===== config.mk =====
export PLATFORM = sky130hd
export DESIGN_NAME = jk_excitation_driver
export DESIGN_NICKNAME = d
export VERILOG_FILES = /design/src/rtl/jk_excitation_driver.sv
export SDC_FILE = /design/constraint.sdc
export NUM_CORES = 1
export LEC_CHECK = 0
export ABC_AREA = 1
export CAP_MARGIN = 20
export CORE_ASPECT_RATIO = 0.7
export CORE_MARGIN = 2
export CORE_UTILIZATION = 41
export CTS_CLUSTER_DIAMETER = 200
export DETAILED_ROUTE_END_ITERATION = 8
export PLACE_DENSITY = 0.79
export SYNTH_ARGS = -nofsm -noshare
export SYNTH_HDL_FRONTEND = slang
export SYNTH_SLANG_ARGS = --single-unit

===== constraint.sdc =====
create_clock -name CLK -period 1.13 [get_ports CLK]
set_input_delay 0.2825 -clock CLK [delete_from_list [all_inputs] [get_ports CLK]]
set_output_delay 0.2825 -clock CLK [all_outputs]
set_load 0.02 [all_outputs]

===== src/rtl/jk_excitation_driver.sv =====
// jk_excitation_driver: converts a requested target state into registered J/K
// excitation for a bank of JK flip-flops, then confirms the bank settled by
// comparing its q feedback. It re-drives up to MAX_RETRY times, then flags err.
module jk_excitation_driver #(
    parameter int unsigned WIDTH       = 4,
    parameter int unsigned TOGGLE_MODE = 0,
    parameter int unsigned MAX_RETRY   = 2
) (
    input  logic             CLK,
    input  logic             rst_n,
    input  logic             tgt_valid,
    input  logic [WIDTH-1:0] tgt_data,
    output logic             tgt_ready,
    input  logic [WIDTH-1:0] q_fb,
    output logic [WIDTH-1:0] j,
    output logic [WIDTH-1:0] k,
    output logic             done,
    output logic             err
);

    // Keep the counter at least one bit wide so MAX_RETRY=0 still elaborates.
    localparam int unsigned RetryW = (MAX_RETRY > 0) ? $clog2(MAX_RETRY + 1) : 1;
    localparam logic [RetryW-1:0] RetryMax = RetryW'(MAX_RETRY);

    typedef enum logic [1:0] {
        StIdle,
        StDrive,
        StCheck,
        StErr
    } state_e;

    state_e            state_q;
    logic [WIDTH-1:0]  target_q;
    logic [RetryW-1:0] retry_q;
    logic [WIDTH-1:0]  j_q;
    logic [WIDTH-1:0]  k_q;
    logic              done_q;
    logic              err_q;

    logic [WIDTH-1:0]  exc_tgt;
    logic [WIDTH-1:0]  diff;
    logic [WIDTH-1:0]  j_exc;
    logic [WIDTH-1:0]  k_exc;

    // Excitation from live q_fb: new request in IDLE, stored target on retry.
    always_comb begin
        exc_tgt = (state_q == StIdle) ? tgt_data : target_q;
        diff    = q_fb ^ exc_tgt;
        if (TOGGLE_MODE != 0) begin
            j_exc = diff;
            k_exc = diff;
        end else begin
            j_exc = diff & exc_tgt;
            k_exc = diff & q_fb;
        end
    end

    // Control FSM with registered j/k/done/err; pulses default low every cycle.
    always_ff @(posedge CLK or negedge rst_n) begin
        if (!rst_n) begin
            state_q  <= StIdle;
            target_q <= '0;
            retry_q  <= '0;
            j_q      <= '0;
            k_q      <= '0;
            done_q   <= 1'b0;
            err_q    <= 1'b0;
        end else begin
            j_q    <= '0;
            k_q    <= '0;
            done_q <= 1'b0;
            err_q  <= 1'b0;
            unique case (state_q)
                StIdle: begin
                    if (tgt_valid) begin
                        target_q <= tgt_data;
                        j_q      <= j_exc;
                        k_q      <= k_exc;
                        retry_q  <= '0;
                        state_q  <= StDrive;
                    end
                end
                StDrive: begin
                    state_q <= StCheck;
                end
                StCheck: begin
                    if (q_fb == target_q) begin
                        done_q  <= 1'b1;
                        state_q <= StIdle;
                    end else if (retry_q < RetryMax) begin
                        retry_q <= retry_q + RetryW'(1);
                        j_q     <= j_exc;
                        k_q     <= k_exc;
                        state_q <= StDrive;
                    end else begin
                        err_q   <= 1'b1;
                        state_q <= StErr;
                    end
                end
                StErr: begin
                    state_q <= StIdle;
                end
                default: begin
                    state_q <= StIdle;
                end
            endcase
        end
    end

    assign tgt_ready = (state_q == StIdle);
    assign j         = j_q;
    assign k         = k_q;
    assign done      = done_q;
    assign err       = err_q;

endmodule


== After elaboration in Yosys (flattened, before gate mapping) ==
Cells that the tools add are included.

* Add/subtract/negate cells: 1
* $lt $le $gt $ge: 1
* Equality and inequality tests: 7
* Mux-type cells: 22
* Bitwise gates (word level): 3
* Reduce and logical (&&, ||, !) cells: 4

{| class="wikitable"
|+ Operators by type and width
! operator !! count
|-
| 2-to-1 mux 4 bit || 7
|-
| one-hot mux 4 bit (2 select lines) || 2
|-
| 2-to-1 mux 2 bit || 6
|-
| AND 4 bit || 2
|-
| one-hot mux 2 bit (4 select lines) || 1
|-
| inequality test 2 bit (second input constant) || 3
|-
| 2-to-1 mux 1 bit || 5
|-
| == test 2 bit (second input constant) || 2
|-
| == test 4 bit || 1
|-
| one-hot mux 2 bit (2 select lines) || 1
|-
| AND reduction 4 bit || 1
|-
| XOR 4 bit || 1
|-
| adder 2 x 1 -> 2 bit (second input constant) || 1
|-
| == test 2 x 1 -> 1 bit (second input constant) || 1
|-
| logical NOT 2 bit || 1
|-
| < comparator 2 bit (second input constant) || 1
|-
| AND reduction 2 bit || 1
|-
| nonzero test 2 bit || 1
|}

* Bits in registers: 18
* Input bits: 11
* Output and inout port bits: 11
* Word-level logic and storage cells: 45

== Logic depth before layout (Yosys ltp) ==
* Depth in word-level cells: 7
* Gate-level depth with buffers: 8
* Depth with buffers taken out: 8

== Least setup slack after synthesis ==
OpenSTA, ideal clock, no wires.

* Kind: register -> register
* From: reg state_q[0]
* To: reg retry_q[0]
* Setup time: 116 ps
* Arrival: 1071 ps
* Data required time: 1014 ps
* Path slack: -57 ps
* Cell stages (with the launch flop): 7
* Buffers on the path: 0
* Period minus slack after synthesis: 1187 ps
* Cells stage by stage: dfrtp_1 nor2_4 nand2_2 nand2_1 nand2_4 nand2_1 nand2_1

* Longest elaborated chain between the ends: 3
* Elaborated cells on any way between the ends: 8
* Those cells by class: 4 x eq/ne; 1 x mux; 3 x reduce/logical

{| class="wikitable"
|+ RTL lines
! what !! line !! text
|-
| start: declaration || 32 || <nowiki>state_e state_q;</nowiki>
|-
| start signal: assignment || 61 || <nowiki>state_q <= StIdle;</nowiki>
|-
| start signal: assignment || 80 || <nowiki>state_q <= StDrive;</nowiki>
|-
| start signal: assignment || 84 || <nowiki>state_q <= StCheck;</nowiki>
|-
| logical NOT 2 bit * || -- ||
|-
| net tgt_ready || 13 || <nowiki>output logic tgt_ready,</nowiki>
|-
| inequality test 2 bit (no line) / nonzero test 2 bit (equally long branches) || -- ||
|-
| AND reduction 4 bit (no line) || -- ||
|-
| end signal: assignment || 91 || <nowiki>retry_q <= retry_q + RetryW'(1);</nowiki>
|-
| end: declaration || 34 || <nowiki>logic [RetryW-1:0] retry_q;</nowiki>
|}

Mark *: on every way through the listed nets, which the timed path passes. The rest lies on a longest branch.
A chain may end at the register's enable or synchronous reset.

== Final worst setup path ==
* From: reg state_q[0]
* To: out tgt_ready

* Longest elaborated chain between the ends: 1

{| class="wikitable"
|+ RTL lines
! what !! line !! text
|-
| logical NOT 2 bit || 110 || <nowiki>assign tgt_ready = (state_q == StIdle);</nowiki>
|-
| end: declaration || 13 ||
|}

No other way between the ends.

==> flow_summary_export.csv <==
group,metric,value,unit
sta,tightest_slew,187,ps
logic_synthesis,yosysTopAreaCellShare,55.6,%
sta,fin_worst_skew,1.04,ps
sta,post-route-period-util,111,%
sta,relSlewSlack,87.4,%
die,dieArea,0.00235,mm^2
die,die_h,41.2,um
flow_run,cap_violations,0,
sta,setup_viol_count_final,16,
clocking,insertion_delay,300,ps
placed_design,port_buffers,21,
sta,fin_setup_tns,-1050,ps
pwr,p_leak,0.672,nW
pwr,peakVddDrop,0.00138,V
critical_path,crit_arrival,980,ps
critical_path,required,850,ps
die,start_util,43.7,%
critical_path,cp_slowest_stage_delay,420,ps
sta,maxSlewViolCount,0,
die,io_pins,22,
finish,n_fill_cell,125,
finish,nets,151,
routing,postRouteAntennaNets,0,
clocking,htree_levels,1,
logic_synthesis,yosys.area.top_type,"dfrtp_1",
clocking,root_buffer,"clkbuf_4",
finish,syn_to_final_growth,56.2,%
die,die_w,57.2,um
finish,num_antenna_cells,0,
outcome,outcome,"finished, violations left",
sta,fin_crit,1260,ps
outcome,violations,"setup timing",
logic_synthesis,synthDistinctLibCells,17,
clocking,holdBufCountCts,0,
finish,seq_area,450,um^2
sta,grt_setup_unrepaired,"yes",
logic_synthesis,yosys_warnings,0,
critical_path,critPathKind,"reg -> out",
clocking,cts_tree,"built",
logic_synthesis,postSynthCellCount,99,
routing,routed_via_density,4.73,
grt,grt_antenna_before_repair,0,
routing,drcViolationCount,0,
logic_synthesis,synth.avg_cell_area,8.19,um^2
finish,final_common_cell,"nand2_1",
placed_design,dp_hpwl,1250,um
min_path,worstHoldPathType,"in -> async",
sta,hold_viol_final,0,
die,core,0.00185,mm^2
logic_synthesis,synth.area.top_cells,"dfrtp_1 (56%), nand2_1 (15%), inv_1 (6.5%)",
critical_path,crit_fanout,2,
sta,setup_slack,-130,ps
critical_path,end_kind,"output port",
routing,vias,762,
critical_path,startpoint_type,"register",
routing,drt_iter0_drc,27,
placed_design,dpl_worst_slack,-459,ps
clocking,ctsLongestPathBuffers,2,
critical_path,cp_cell_sequence,"nor2_4 -> buf_6",
routing,wire_per_inst,13.0,um
placed_design,place.gp.congestion,0.823,
grt,grt_pass1_vias,675,
clocking,cts.sinks,18,
routing,routed_wl,2090,um
logic_synthesis,ys_seq_area_share,55.6,%
logic_synthesis,ys_seq_elements,18,
logic_synthesis,syn_nets,110,
finish,final_cell_count_no_fill,161,
grt,grt_remaining_overflow,0,
finish,multiInputGateArea,370,um^2
pwr,p_per_area,2440,mW/mm^2
die,num_rows,13,
clocking,cts_made_buffers,3,
routing,firstDrtPassIters,4,
clocking,clk_pin_slew,100,ps
finish,drive_above_1_share,33.8,%
grt,track_usage,17.6,%
logic_synthesis,syn_area,811,um^2
placed_design,dp_cells,151,
finish,final_cell_mix,"nand2_1 (28), dfrtp_1 (18), inv_1 (13), buf_4 (13), buf_6 (9)",
grt,grt_max_degree,19,
grt,grt_pass1_wl,2900,um
sta,fmax,794,MHz
critical_path,crit_slowest_cell,"dfrtp_1",
finish,utilization,68.3,%
==> repair_timing <==
item,in CTS,in global routing
setup endpoints to repair,28,27
resized for setup,56,26
hold endpoints to repair,0,0
cloned,1,0
pin swaps,1,0
setup buffers,0,5
==> state kept, by name (all words and copies together) (netlist names) <==
signal and count:
j 4, k 4, target_q 4, retry_q 2, state_q 2, done 1
err 1
==> cells in the mapped netlist (all sizes together) <==
library cell   n
nand2         35
dfrtp         18
inv           14
nor2          14
o21ai          8
or2            4
nand3          2
a21oi          1
buf            1
nand4          1
nor3           1
==> through the flow <==
step	cell area, um^2	total power [W]	hold WS [ps]
finish	1270	0.00309	316
global placement	1130	0.00226	462
CTS	1150	0.00273	317
detailed placement	1130	0.00231	478
floorplan	820	0.00180	-13.1
global route	1270	0.00329	317
==> routing by layer <==
metal	wire [um]	GRT usage (%)	up-vias
met3	114	6.94	8
met2	1010	33.3	24
met5	0	0	-
met4	43	6.98	0
met1	921	18.5	350
li1	-	-	380
==> layout make-up <==
cell class                      instances  share of cell area, %
Timing Repair Buffer                   36                   26.0
Tap cell                               22                   2.17
Clock buffer                            4                   2.87
Inverter                               14                   4.15
Sequential cell                        18                   35.6
Multi-Input combinational cell         67                   29.2
==> worst paths after layout <==
check	cells after the start	slack (ps)	from	end
min in group CLK	3	390	q_fb[1]	k[1]
max in group asynchronous	2	690	rst_n	target_q[0]
worst min register to register	2	510	retry_q[1]	retry_q[1]
worst min-delay path	2	320	rst_n	k[3]
worst max register to register	5	-110	state_q[0]	j[2]
worst max-delay path	2	-130	state_q[0]	tgt_ready
==> worst max-delay path, delay by kind of cell (launching register included) <==
| family | cells | cell delay [ps] |
|---|---|---|
| DFF | 1 | 420 |
| and+or+nand+nor | 1 | 130 |
| buffers and inverters | 1 | 130 |
==> cell families after synthesis <==
| kind of cell | Yosys count | share of synthesized area, % |
|---|---|---|
| compound gates | 9 | 5.55 |
| buf+inv | 15 | 7.10 |
| flops | 18 | 55.6 |
| simple gates | 57 | 31.8 |
==> power by group <==
group	switching (W)	leakage (nW)	internal (W)
clock	0.000201	0.0210	0.000197
sequential	0.000150	0.237	0.000858
combinational	0.000968	0.414	0.000721
No activity file was read; power rests on OpenSTA's default activity.
